[config.mk]
export PLATFORM = sky130hd
export DESIGN_NAME = fifo_sync_param
export DESIGN_NICKNAME = d
export VERILOG_FILES = /design/src/rtl/fifo_sync_param.sv
export SDC_FILE = /design/constraint.sdc
export NUM_CORES = 1
export LEC_CHECK = 0
export CAP_MARGIN = 40
export CORE_ASPECT_RATIO = 2
export CORE_MARGIN = 2
export CORE_UTILIZATION = 25
export DETAILED_ROUTE_END_ITERATION = 7
export GPL_TIMING_DRIVEN = 1
export PLACE_DENSITY = 0.37
export SETUP_SLACK_MARGIN = 0.15
export SYNTH_ARGS = -nofsm -noshare
export SYNTH_HDL_FRONTEND = slang
export SYNTH_SLANG_ARGS = --single-unit
[constraint.sdc]
create_clock -name SYS_CLK -period 5.85 [get_ports SYS_CLK]
set_clock_uncertainty 0.15 [all_clocks]
set_input_delay 0.585 -clock SYS_CLK [delete_from_list [all_inputs] [get_ports SYS_CLK]]
set_output_delay 0.585 -clock SYS_CLK [all_outputs]
set_load 0.005 [all_outputs]
[src/rtl/fifo_sync_param.sv]
// Parametrised single-clock FIFO with occupancy count, almost-full/empty thresholds and
// sticky overflow/underflow flags. All 2**ABITS entries are usable; read latency is 1 cycle.
// Optional build macro FIFO_STROBE_EDGE_EN: wr/rd become slow strobes, synchronised through
// two flops, and each falling edge produces exactly one request.
module fifo_sync_param #(
    parameter int unsigned DBITS    = 8,
    parameter int unsigned ABITS    = 4,
    parameter int unsigned AF_LEVEL = 12,
    parameter int unsigned AE_LEVEL = 2
) (
    input  logic             SYS_CLK,
    input  logic             reset,
    input  logic             wr,
    input  logic             rd,
    input  logic [DBITS-1:0] din,
    input  logic             clr_err,
    output logic [DBITS-1:0] dout,
    output logic             dout_valid,
    output logic             empty,
    output logic             full,
    output logic             almost_empty,
    output logic             almost_full,
    output logic [ABITS:0]   count,
    output logic             overflow,
    output logic             underflow
);

    localparam int unsigned    DEPTH   = 2 ** ABITS;
    localparam logic [ABITS:0] L_DEPTH = {1'b1, {ABITS{1'b0}}};
    localparam logic [ABITS:0] L_AF    = AF_LEVEL[ABITS:0];
    localparam logic [ABITS:0] L_AE    = AE_LEVEL[ABITS:0];

    logic [DBITS-1:0] r_mem [DEPTH];
    logic [ABITS-1:0] r_wr_ptr;
    logic [ABITS-1:0] r_rd_ptr;
    logic [ABITS:0]   r_count;
    logic [DBITS-1:0] r_dout;
    logic             r_dout_valid;
    logic             r_overflow;
    logic             r_underflow;

    logic             w_wr_req;
    logic             w_rd_req;
    logic             w_wr_acc;
    logic             w_rd_acc;
    logic             w_full;
    logic             w_empty;
    logic [ABITS:0]   w_count_next;

`ifdef FIFO_STROBE_EDGE_EN
    logic r_wr_d1;
    logic r_wr_d2;
    logic r_rd_d1;
    logic r_rd_d2;

    // Two-flop synchronisers for the slow strobe inputs
    always_ff @(posedge SYS_CLK or posedge reset) begin
        if (reset) begin
            r_wr_d1 <= 1'b0;
            r_wr_d2 <= 1'b0;
            r_rd_d1 <= 1'b0;
            r_rd_d2 <= 1'b0;
        end else begin
            r_wr_d1 <= wr;
            r_wr_d2 <= r_wr_d1;
            r_rd_d1 <= rd;
            r_rd_d2 <= r_rd_d1;
        end
    end

    // Falling edge of the synchronised strobe gives a one-cycle request
    assign w_wr_req = r_wr_d2 & ~r_wr_d1;
    assign w_rd_req = r_rd_d2 & ~r_rd_d1;
`else
    assign w_wr_req = wr;
    assign w_rd_req = rd;
`endif

    assign w_full   = (r_count == L_DEPTH);
    assign w_empty  = (r_count == '0);
    // A write into a full FIFO is allowed when a read frees the head slot in the same cycle
    assign w_wr_acc = w_wr_req & (~w_full | w_rd_req);
    assign w_rd_acc = w_rd_req & ~w_empty;

    // Occupancy next-state
    always_comb begin
        w_count_next = r_count;
        unique case ({w_wr_acc, w_rd_acc})
            2'b10:   w_count_next = r_count + 1'b1;
            2'b01:   w_count_next = r_count - 1'b1;
            default: w_count_next = r_count;
        endcase
    end

    // Storage array, not reset
    always_ff @(posedge SYS_CLK) begin
        if (w_wr_acc) begin
            r_mem[r_wr_ptr] <= din;
        end
    end

    // Pointers, count, read data and sticky error flags
    always_ff @(posedge SYS_CLK or posedge reset) begin
        if (reset) begin
            r_wr_ptr     <= '0;
            r_rd_ptr     <= '0;
            r_count      <= '0;
            r_dout       <= '0;
            r_dout_valid <= 1'b0;
            r_overflow   <= 1'b0;
            r_underflow  <= 1'b0;
        end else begin
            r_count      <= w_count_next;
            r_dout_valid <= w_rd_acc;
            if (w_wr_acc) begin
                r_wr_ptr <= r_wr_ptr + 1'b1;
            end
            // Non-blocking read returns the old word even if this slot is overwritten now
            if (w_rd_acc) begin
                r_dout   <= r_mem[r_rd_ptr];
                r_rd_ptr <= r_rd_ptr + 1'b1;
            end
            // A new error wins over a simultaneous clear
            if (w_wr_req & ~w_wr_acc) begin
                r_overflow <= 1'b1;
            end else if (clr_err) begin
                r_overflow <= 1'b0;
            end
            if (w_rd_req & ~w_rd_acc) begin
                r_underflow <= 1'b1;
            end else if (clr_err) begin
                r_underflow <= 1'b0;
            end
        end
    end

    assign dout         = r_dout;
    assign dout_valid   = r_dout_valid;
    assign count        = r_count;
    assign empty        = w_empty;
    assign full         = w_full;
    assign almost_empty = (r_count <= L_AE);
    assign almost_full  = (r_count >= L_AF);
    assign overflow     = r_overflow;
    assign underflow    = r_underflow;

endmodule

==> results of run 1 <==
-- stage by stage --
stage / instances / worst slack [ns]
final: 679 / 2.58
after detailed placement: 647 / 2.38
after global placement: 641 / 2.39
after CTS: 679 / 2.53
after floorplan: 321 / 3.04
after global routing: 679 / 2.29
-- per-layer routing --
metal,routed length [microns],track usage,vias to the layer above
met4,299,0.0486,0
met1,5530,0.133,1577
met3,467,0.0307,17
met5,0,0,-
li1,-,-,1368
met2,8520,0.230,69
-- cell type report --
class                      count  area share
timing repair buffer          52      0.0667
sequential                   152       0.595
inverter                      11     0.00587
clock buffer                  20      0.0612
multi-input combinational    142       0.205
tap                          290      0.0486
clock inverter                12      0.0169
-- worst max-delay path: cells and delay by family (launching register included) --
kind / cells / cell delay (ns)
and+or+nand+nor: 1 / 0.58
adders and majority gates: 2 / 0.73
DFF: 1 / 0.45
AOI/OAI and AO/OA: 3 / 0.78
muxes: 1 / 0.23
buffers and inverters: 1 / 0.13
xor gates and xnor gates: 1 / 0.13
-- Yosys cell counts, types with 2 or more instances --
cell and n:
a21o_1 2, a21oi_1 2, buf_1 2, buf_2 4, buf_4 4, buf_6 4
clkbuf_1 2, dfrtp_1 24, edfxtp_1 128, ha_1 9, inv_1 10, mux2_2 2
mux2i_1 17, mux4_2 32, nand2_1 24, nand2b_1 2, nor2_1 14, nor3_1 4
o21ai_0 5, o221ai_1 7, xnor2_1 9
-- flip-flops by register name, indices dropped and copies added, names as in the netlist --
name	cells
count	5
r_mem	128
dout_valid	1
dout	8
underflow	1
r_wr_ptr	4
overflow	1
r_rd_ptr	4
-- worst min-delay path by stage --
| stage | from | cells after the start | slack (ns) | to |
|---|---|---|---|---|
| 2_1_floorplan | dout[2]$_DFFE_PP0P_ | 2 | 0.32 | dout[2]$_DFFE_PP0P_ |
| 3_3_place_gp | dout[2]$_DFFE_PP0P_ | 2 | 0.34 | dout[2]$_DFFE_PP0P_ |
| 3_5_place_dp | dout[6]$_DFFE_PP0P_ | 2 | 0.35 | dout[6]$_DFFE_PP0P_ |
| 4_1_cts | reset | 2 | 0.36 | count[2]$_DFFE_PP0P_ |
| 5_1_grt | reset | 2 | 0.40 | count[2]$_DFFE_PP0P_ |
| 6_report | dout[2]$_DFFE_PP0P_ | 2 | 0.35 | dout[2]$_DFFE_PP0P_ |
-- power by group through the flow --
stage	Sequential (mW)	Combinational [mW]	Clock, mW
floorplan	1.43	0.744	0
global placement	1.52	1.06	0
detailed placement	1.51	1.09	0
CTS	1.49	1.09	1.11
global route	1.51	1.16	1.15
finish	1.48	1.05	1.08
-- cell families (layout without fill, tap and decap cells) --
group,Yosys count,count (layout),share of synthesized area
AOI/OAI and AO/OA,20,20,0.0257
xor gates and xnor gates,10,10,0.0143
adders and majority gates,10,10,0.0216
buffers and inverters,27,95,0.0251
DFF,152,152,0.725
muxes,51,51,0.149
and+or+nand+nor,51,51,0.0396
-- cell usage in the layout, fill, tap and decap left out, types with 2 or more instances in the layout --
master,synthesis,layout
nand2_1,24,24
dfrtp_1,24,24
clkinvlp_4,0,4
edfxtp_1,128,128
clkinv_4,0,2
ha_1,9,9
nor3_1,4,4
buf_4,4,18
mux2i_1,17,17
clkinv_2,0,3
a21o_1,2,2
clkdlybuf4s50_1,0,32
o21ai_0,5,5
nor2_1,14,14
bufinv_16,0,2
nand2b_1,2,2
xnor2_1,9,9
clkbuf_8,0,2
inv_1,10,10
mux4_2,32,32
o221ai_1,7,7
clkbuf_16,0,17
mux2_2,2,2
a21oi_1,2,2
==> summary.md, run 1 <==
| Metric | Value |
|---|---|
| Worst reg2reg path startpoint | count[3]$_DFFE_PP0P_ |
| Hpwl dp | 10.2 mm |
| Worst Reg2Reg Path Length in Cells | 9 |
| Drt total wl | 14.8 mm |
| WL per Instance | 21.8 microns |
| Post-synth EDFFs | 128 |
| Root Driver | clkbuf_16 |
| Synth Flop Type | edfxtp_1 |
| Critical path launch point | count[3]$_DFFE_PP0P_ |
| Gr usage total | 0.124 |
| Slew Limit Fails | 0 |
| Total CTS buffers | 17 |
| Initial antenna violation count | 0 |
| Worst-Skew Late Latency | 0.42 ns |
| Max-cap violations | 0 |
| Clock power share | 0.299 |
| PortBufs | 32 |
| Multi-input logic area | 0.00153 sq mm |
| Cell Area, Synth | 0.00613 sq mm |
| Syn avg cell area | 19.1 sq um |
| Synth cell types | 35 |
| # Post-CTS Setup Buffers | 0 |
| Row count | 81 |
| Clk pin slew, worst setup/hold paths | 0.06 ns |
| CP Class | reg -> reg |
| Part of the Yosys area used for sequential elements | 0.725 |
| Power density over cell area | 483 mW/mm^2 |
| Remaining antenna violation count | 0 |
| First-pass GRT wire length | 22.2 mm |
| Static Leak | 2.56 nW |
| N_diodes | 0 |
| Post-synth top area cell | edfxtp_1 |
| Ys async rst share | 0.158 |
| H-tree depth | 4 |
| Slowest stage delay, CP | 0.58 ns |
| R2r setup slk | 2.58 ns |
| Relative slew margins | 0.432 |
| CTS tree | built |
| Post-Synthesis Cells | 321 |
| Syn_nets | 344 |
| Tcrit/Tclk final | 0.559 |
| Via density | 4.46 |
| First DRT Iteration DRCs | 127 |
| Critical Path End | count[4]$_DFFE_PP0P_ |
| CP Cell Sequence | or4_4 -> o21ai_4 -> inv_4 -> ha_1 -> fa_1 -> a21o_1 -> a21oi_1 -> mux2i_1 -> xnor2_1 |
| Register area | 0.00444 sq mm |
| Area contributors post-synth | edfxtp_1 63%, mux4_2 12%, dfrtp_1 9.8%, mux2i_1 2.8%, ha_1 1.8% |
| Total chip power | 3.61 mW |
| Final hold vios | 0 |
| Final Critical Period | 3.27 ns |
| RD Place Congestion | 0.681 |
| HP Class | reg -> reg |
| P_int | 2.52 mW |
| Vias in the first global route | 3342 |
| Combinational share of power | 0.290 |
| Maximum resistive drop on vdd | 204 uV |
| Via Count | 3031 |
| RSZ-0062 raised after global routing | false |
| Sink Count | 152 |
| Critical Path Source Type | flip-flop |
| NetSw | 1.09 mW |
| Post-route setup TNS | 0 ns |
| DRC viols | 0 |
| Overall die area | 0.0259 sq mm |
| Fillers | 2389 |
| CP Data Arrival Time | 3.47 ns |
| Crit path max-delay cell type | or4_4 |
| Post-CTS Resized | 0 |
| Largest net degree at the start of global routing | 34 |
| Max Fclk | 306 MHz |
| Placed Area | 0.00688 sq mm |
| Core footprint | 0.0243 sq mm |
| #FFs+latches synth | 152 |
| Hold Buf Count CTS | 0 |
| Reg power frac | 0.411 |
| CP endpoint kind | flip-flop |
| Reg-to-reg endpoint | count[4]$_DFFE_PP0P_ |
| Core Util, Final | 0.307 |
| Worst slew pin tran | 0.849 ns |
| I/O Pins | 33 |
| GRT overflow | 0 |
| Endpoints failing setup | 0 |
| CTS max path bufs | 2 |
| Min Hold Slack | 0.352 ns |
| Data required, critical path | 6.04 ns |
| CP Max Fanout | 12 |
| Die H | 225 microns |
| Status | completed |
| Die width | 115 microns |
| Synth top area share | 0.627 |
| Sw Ratio | 0.301 |
| Drt pass-1 iters | 5 |
| Final Cell Area | 0.00747 sq mm |
| Initial Util | 0.252 |
| Syn-to-layout area delta | 21.8% |
| Share of layout cells above drive strength 1 | 0.234 |
| Final Net Count | 399 |
| Number of synthesis warnings | 0 |
(Power assumes the default switching activity.)
==> run 2: changes to the inputs <==
Settings changed: PLACE_DENSITY 0.37 to 0.38.
Clock period 5.85 ns to 2.7 ns, I/O delays scaled along.
==> run 2 against run 1 <==
  * Critical path depth stayed put
  * Global-route usage up 0.62 points
  * Wire length up 5.2%
  * Die area unchanged
  * Combinational power rose to 2.6 times the previous value
  * Core utilization rose by 0.81 points
  * Sequential share of layout area shrank 1.5 points
  * Sequential power is 110% higher
  * First-iteration DRC count decreased by 12%
  * Critical path type unchanged
  * Largest power group unchanged
  * Highest routed layer unchanged
==> summary.md, run 2 (synthesis gave the netlist of run 1 again) <==
| Metric | Value |
|---|---|
| Status | completed (unchanged) |
| Sink Count | 152 (unchanged) |
| CTS max path bufs | 2 (unchanged) |
| Fin cells | 700 (was 679) |
| Tcrit/Tclk final | 0.953 (was 0.559) |
| CP Max Fanout | 4 (was 12) |
| CP Data Arrival Time | 2.78 ns (was 3.47 ns) |
| Total CTS buffers | 17 (unchanged) |
| Syn-to-layout area delta | 25.0% (was 21.8%) |
| Max reg flops | 128 (unchanged) |
| HP Class | in -> async (was reg -> reg) |
| CTS tree | built (unchanged) |
| Final Net Count | 420 (was 399) |
| Clock power share | 0.282 (was 0.299) |
| Relative slew margins | 0.396 (was 0.432) |
| Power density over cell area | 1060 mW/mm^2 (was 483 mW/mm^2) |
| Max-cap violations | 0 (unchanged) |
| CP endpoint kind | flip-flop (unchanged) |
| Most common cell after layout, fill and taps aside | edfxtp_1 (unchanged) |
| Reg power frac | 0.387 (was 0.411) |
| Hpwl dp | 11.1 mm (was 10.2 mm) |
| Core footprint | 0.0243 sq mm (unchanged) |
| Initial antenna violation count | 0 (unchanged) |
| Endpoints failing setup | 0 (unchanged) |
| Drt pass-1 iters | 4 (was 5) |
| Final hold vios | 0 (unchanged) |
| NetSw | 2.47 mW (was 1.09 mW) |
| Worst reg2reg path startpoint | count[2]$_DFFE_PP0P_ (was count[3]$_DFFE_PP0P_) |
| DRC viols | 0 (unchanged) |
| Vias in the first global route | 3563 (was 3342) |
| Post-Place Cells | 660 (was 647) |
| Core Util, Final | 0.315 (was 0.307) |
| Critical Path Source Type | flip-flop (unchanged) |
| Die H | 225 microns (unchanged) |
| Drt total wl | 15.6 mm (was 14.8 mm) |
| Gr usage total | 0.131 (was 0.124) |
| Worst-Skew Late Latency | 0.43 ns (was 0.42 ns) |
| Sw Ratio | 0.305 (was 0.301) |
| Die width | 115 microns (unchanged) |
| Worst slew pin tran | 0.902 ns (was 0.849 ns) |
| Critical path launch point | count[2]$_DFFE_PP0P_ (was count[3]$_DFFE_PP0P_) |
| Max Fclk | 388 MHz (was 306 MHz) |
| Via density | 4.46 (about the same) |
| Final Critical Period | 2.57 ns (was 3.27 ns) |
| Slew Limit Fails | 0 (unchanged) |
| Most frequent cells in the layout | 128 x edfxtp_1, 38 x buf_4, 32 x mux4_2 (was 128 x edfxtp_1, 32 x mux4_2, 32 x clkdlybuf4s50_1) |
| Initial Util | 0.252 (unchanged) |
| Root Driver | clkbuf_16 (unchanged) |
| Share of layout cells above drive strength 1 | 0.290 (was 0.234) |
| Reg-to-reg endpoint | count[4]$_DFFE_PP0P_ (unchanged) |
| Remaining antenna violation count | 0 (unchanged) |
| First DRT Iteration DRCs | 112 (was 127) |
| Overall die area | 0.0259 sq mm (unchanged) |
| Via Count | 3125 (was 3031) |
| First-pass GRT wire length | 23.1 mm (was 22.2 mm) |
| Min Hold Slack | 0.0656 ns (was 0.352 ns) |
| P_int | 5.63 mW (was 2.52 mW) |
| Critical Path End | count[4]$_DFFE_PP0P_ (unchanged) |
| Worst Reg2Reg Path Length in Cells | 9 (unchanged) |
| Row count | 81 (unchanged) |
| PortBufs | 32 (unchanged) |
| Largest Register | r_mem (unchanged) |
| CP Class | reg -> reg (unchanged) |
| Maximum resistive drop on vdd | 413 uV (was 204 uV) |
| I/O Pins | 33 (unchanged) |
| Largest net degree at the start of global routing | 28 (was 34) |
| RD Place Congestion | 0.712 (was 0.681) |
| Data required, critical path | 2.90 ns (was 6.04 ns) |
| RSZ-0062 raised after global routing | true (was false) |
| Clk pin slew, worst setup/hold paths | 0.06 ns (about the same) |
| H-tree depth | 4 (unchanged) |
| N_diodes | 0 (unchanged) |
| GRT overflow | 0 (unchanged) |
| Static Leak | 2.67 nW (was 2.56 nW) |
| WL per Instance | 22.3 microns (was 21.8 microns) |
| R2r setup slk | 0.13 ns (was 2.58 ns) |
| Combinational share of power | 0.331 (was 0.290) |
==> run 2: layer usage <==
metal  track usage  wire length, microns  up-vias
met5             0                     0        -
met4        0.0548                   353        0
met3        0.0323                   433       19
met2         0.261                  9570       54
met1         0.121                  5240     1643
li1              -                     -     1409
==> run 2: cell type report <==
cell class,count,area (sq um)
Fill cell,2402,16700
Sequential cell,152,4450
Multi-Input combinational cell,142,1580
Timing Repair Buffer,73,668
Clock buffer,20,437
Tap cell,290,363
Clock inverter,12,129
Inverter,11,43.8
==> run 2: worst min-delay path by stage <==
| stage | startpoint | end | slack (ns) | depth (start not counted) |
|---|---|---|---|---|
| 4_1_cts | reset | dout_valid$_DFF_PP0_ | 0.07 | 3 |
| 5_1_grt | reset | dout_valid$_DFF_PP0_ | 0.09 | 3 |
| 3_5_place_dp | dout[2]$_DFFE_PP0P_ | dout[2]$_DFFE_PP0P_ | 0.35 | 2 |
| 3_3_place_gp | dout[2]$_DFFE_PP0P_ | dout[2]$_DFFE_PP0P_ | 0.33 | 2 |
| 2_1_floorplan | reset | count[0]$_DFFE_PP0P_ | 0.13 | 1 |
| 6_report | reset | dout_valid$_DFF_PP0_ | 0.07 | 3 |
==> run 2: through the flow <==
step	cell area, sq um	power, mW	setup TNS [ns]	setup WS [ns]
2_1_floorplan	6150	4.73	0	0.0245
3_3_place_gp	6990	5.86	0	0.0451
3_5_place_dp	7010	5.86	0	0.0318
4_1_cts	7620	8.23	0	0.107
5_1_grt	7660	8.55	-0.0494	-0.0494
6_report	7660	8.10	0	0.126
==> run 2: worst max-delay path: stages (launching register included) <==
cell     delay (ns)
dfrtp_1        0.38
or4_4          0.56
o21ai_4        0.18
inv_4          0.05
ha_4           0.18
fa_2           0.34
a21o_1         0.17
a21oi_2        0.13
mux2i_1        0.23
xnor2_1        0.13
==> run 2: timing repair <==
| action | 4_1_cts | 5_1_grt |
|---|---|---|
| pin swaps | 4 | 1 |
| hold buffers | 0 | 0 |
| setup buffers | 6 | 2 |
| resized for setup | 1 | 6 |
| endpoints found under the setup margin | 3 | 21 |
==> run 2: power by group through the flow <==
stage	registers (mW)	logic, mW	clock network, mW
2_1_floorplan	3.10	1.63	0
3_3_place_gp	3.19	2.66	0
3_5_place_dp	3.20	2.66	0
4_1_cts	3.15	2.74	2.35
5_1_grt	3.19	2.93	2.43
6_report	3.14	2.68	2.28
==> run 3: changes to the inputs <==
Settings changed: CAP_MARGIN 40 to 0, GPL_ROUTABILITY_DRIVEN set to 0.
==> run 3 against run 2 <==
  * Global-route usage about the same
  * Power grew 0.85%
  * Sequential share of layout area hardly changed
  * Sequential power about the same
  * Critical endpoint unchanged
==> summary.md, run 3 (synthesis gave the netlist of run 1 again) <==
| Metric | Value |
|---|---|
| Die width | 115 microns (unchanged) |
| N_diodes | 0 (unchanged) |
| Max reg flops | 128 (unchanged) |
| CP Data Arrival Time | 2.77 ns (was 2.78 ns) |
| Final Net Count | 417 (was 420) |
| Static Leak | 2.66 nW (was 2.67 nW) |
| CP Cell Sequence | or4_4 -> o21ai_4 -> inv_4 -> ha_4 -> fa_2 -> a21o_1 -> a21oi_2 -> mux2i_1 -> xnor2_1 (unchanged) |
| Relative slew margins | 0.383 (was 0.396) |
| Worst path buffer plus inverter count | 1 (unchanged) |
| Core footprint | 0.0243 sq mm (unchanged) |
| Data required, critical path | 2.90 ns (about the same) |
| Top Family by Delay on Critical Path | simple AND/OR/NAND/NOR gates (unchanged) |
| R2r setup slk | 0.13 ns (about the same) |
| Post-Place Cells | 657 (was 660) |
| CP endpoint kind | flip-flop (unchanged) |
| I/O Pins | 33 (unchanged) |
| Max Fclk | 389 MHz (was 388 MHz) |
| Drt total wl | 15.7 mm (was 15.6 mm) |
| Syn-to-layout area delta | 25.1% (was 25.0%) |
| Largest Register | r_mem (unchanged) |
| Maximum resistive drop on vdd | 373 uV (was 413 uV) |
| Fin cells | 697 (was 700) |
| Post-route setup TNS | 0 ns (unchanged) |
| WL per Instance | 22.5 microns (was 22.3 microns) |
| CTS tree | built (unchanged) |
| Slew Limit Fails | 0 (unchanged) |
| Slowest stage delay, CP | 0.57 ns (was 0.56 ns) |
| Final WS setup | 0.126 ns (about the same) |
| First DRT Iteration DRCs | 115 (was 112) |
| Hpwl dp | 11.1 mm (about the same) |
| First-pass GRT wire length | 23.2 mm (was 23.1 mm) |
| Worst-Skew Late Latency | 0.42 ns (was 0.43 ns) |
| Die H | 225 microns (unchanged) |
| Via density | 4.47 (was 4.46) |
| Vias in the first global route | 3558 (was 3563) |
| Clk pin slew, worst setup/hold paths | 0.06 ns (about the same) |
| CP Class | reg -> reg (unchanged) |
| CTS max path bufs | 2 (unchanged) |
| Via Count | 3116 (was 3125) |
| GRT overflow | 0 (unchanged) |
| Row count | 81 (unchanged) |
| Largest net degree at the start of global routing | 28 (unchanged) |
| Most common cell after layout, fill and taps aside | edfxtp_1 (unchanged) |
| Min Hold Slack | 0.0726 ns (was 0.0656 ns) |
| Worst Reg2Reg Path Length in Cells | 9 (unchanged) |
| Final Critical Period | 2.57 ns (about the same) |
| Power density over cell area | 1070 mW/mm^2 (was 1060 mW/mm^2) |
| Root Driver | clkbuf_16 (unchanged) |
| DRC viols | 0 (unchanged) |
| Max-cap violations | 0 (unchanged) |
| Reg-to-reg endpoint | count[4]$_DFFE_PP0P_ (unchanged) |
| CP Max Fanout | 5 (was 4) |
| Drt pass-1 iters | 4 (unchanged) |
| Total CTS buffers | 17 (unchanged) |
| Remaining antenna violation count | 0 (unchanged) |
| Final hold vios | 0 (unchanged) |
| Crit path max-delay cell type | or4_4 (unchanged) |
| Initial antenna violation count | 0 (unchanged) |
| Initial Util | 0.252 (unchanged) |
| Sink Count | 152 (unchanged) |
| Tcrit/Tclk final | 0.953 (about the same) |
| Critical path launch point | count[2]$_DFFE_PP0P_ (unchanged) |
| Share of layout cells above drive strength 1 | 0.287 (was 0.290) |
| H-tree depth | 4 (unchanged) |
| Critical Path Source Type | flip-flop (unchanged) |
| Worst slew pin tran | 0.922 ns (was 0.902 ns) |
| HP Class | in -> async (unchanged) |
| Worst reg2reg path startpoint | count[2]$_DFFE_PP0P_ (unchanged) |
| Endpoints failing setup | 0 (unchanged) |
| Gr usage total | 0.131 (about the same) |
| Overall die area | 0.0259 sq mm (unchanged) |
| RSZ-0062 raised after global routing | true (unchanged) |
| Status | completed (unchanged) |
| DP Worst Slack | 0.0407 ns (was 0.0318 ns) |
| PortBufs | 32 (unchanged) |
| Most frequent cells in the layout | 128 x edfxtp_1, 35 x buf_4, 32 x mux4_2, 32 x clkdlybuf4s50_1, 24 x nand2_1 (was 128 x edfxtp_1, 38 x buf_4, 32 x mux4_2) |
==> run 3: worst max-delay path by stage <==
stage                           end  slack (ns)  cells past startpoint
5_1_grt        count[3]$_DFFE_PP0P_      -0.003                     11
6_report       count[4]$_DFFE_PP0P_        0.13                      9
2_1_floorplan  count[4]$_DFFE_PP0P_        0.02                      9
4_1_cts        count[4]$_DFFE_PP0P_        0.11                      9
3_3_place_gp   count[4]$_DFFE_PP0P_        0.05                      9
3_5_place_dp   count[4]$_DFFE_PP0P_        0.04                      9
==> run 3: what timing repair did <==
action | 4_1_cts | 5_1_grt
buffers inserted | 7 | 1
endpoints found under the setup margin | 3 | 5
endpoints found under the hold margin | 0 | 0
pin swaps | 7 | 0
hold buffers | 0 | 0
gates resized for setup | 3 | 3
==> run 3: power breakdown <==
| group | switching, mW | total (mW) | internal [mW] |
|---|---|---|---|
| combinational | 1.35 | 2.71 | 1.36 |
| sequential | 0.220 | 3.14 | 2.92 |
| clock | 0.932 | 2.32 | 1.39 |
| total | 2.50 | 8.17 | 5.67 |
==> run 3: metal layers <==
metal / track usage / up-vias / wire (microns)
met5: 0 / - / 0
met4: 0.0564 / 0 / 374
met3: 0.0325 / 16 / 444
met2: 0.262 / 62 / 9610
met1: 0.120 / 1634 / 5290
li1: - / 1404 / -
==> run 3: stage by stage <==
stage | area [sq um] | utilization | power, mW
5_1_grt | 7670 | 0.315 | 8.61
3_3_place_gp | 6990 | 0.287 | 5.86
4_1_cts | 7650 | 0.314 | 8.30
2_1_floorplan | 6150 | - | 4.73
6_report | 7670 | 0.315 | 8.17
3_5_place_dp | 6990 | 0.287 | 5.86
==> run 3: area by class of cell <==
class                           instances  area, sq um
Fill cell                            2390        16700
Multi-Input combinational cell        142         1580
Clock inverter                          8         56.3
Tap cell                              290          363
Timing Repair Buffer                   70          643
Sequential cell                       152         4450
Clock buffer                           24          536
Inverter                               11         43.8
==> run 3: tightest hold or removal path, cell delays in order <==
cell and delay, ns:
clkdlybuf4s50_1 0.40, inv_1 0.05, buf_4 0.34
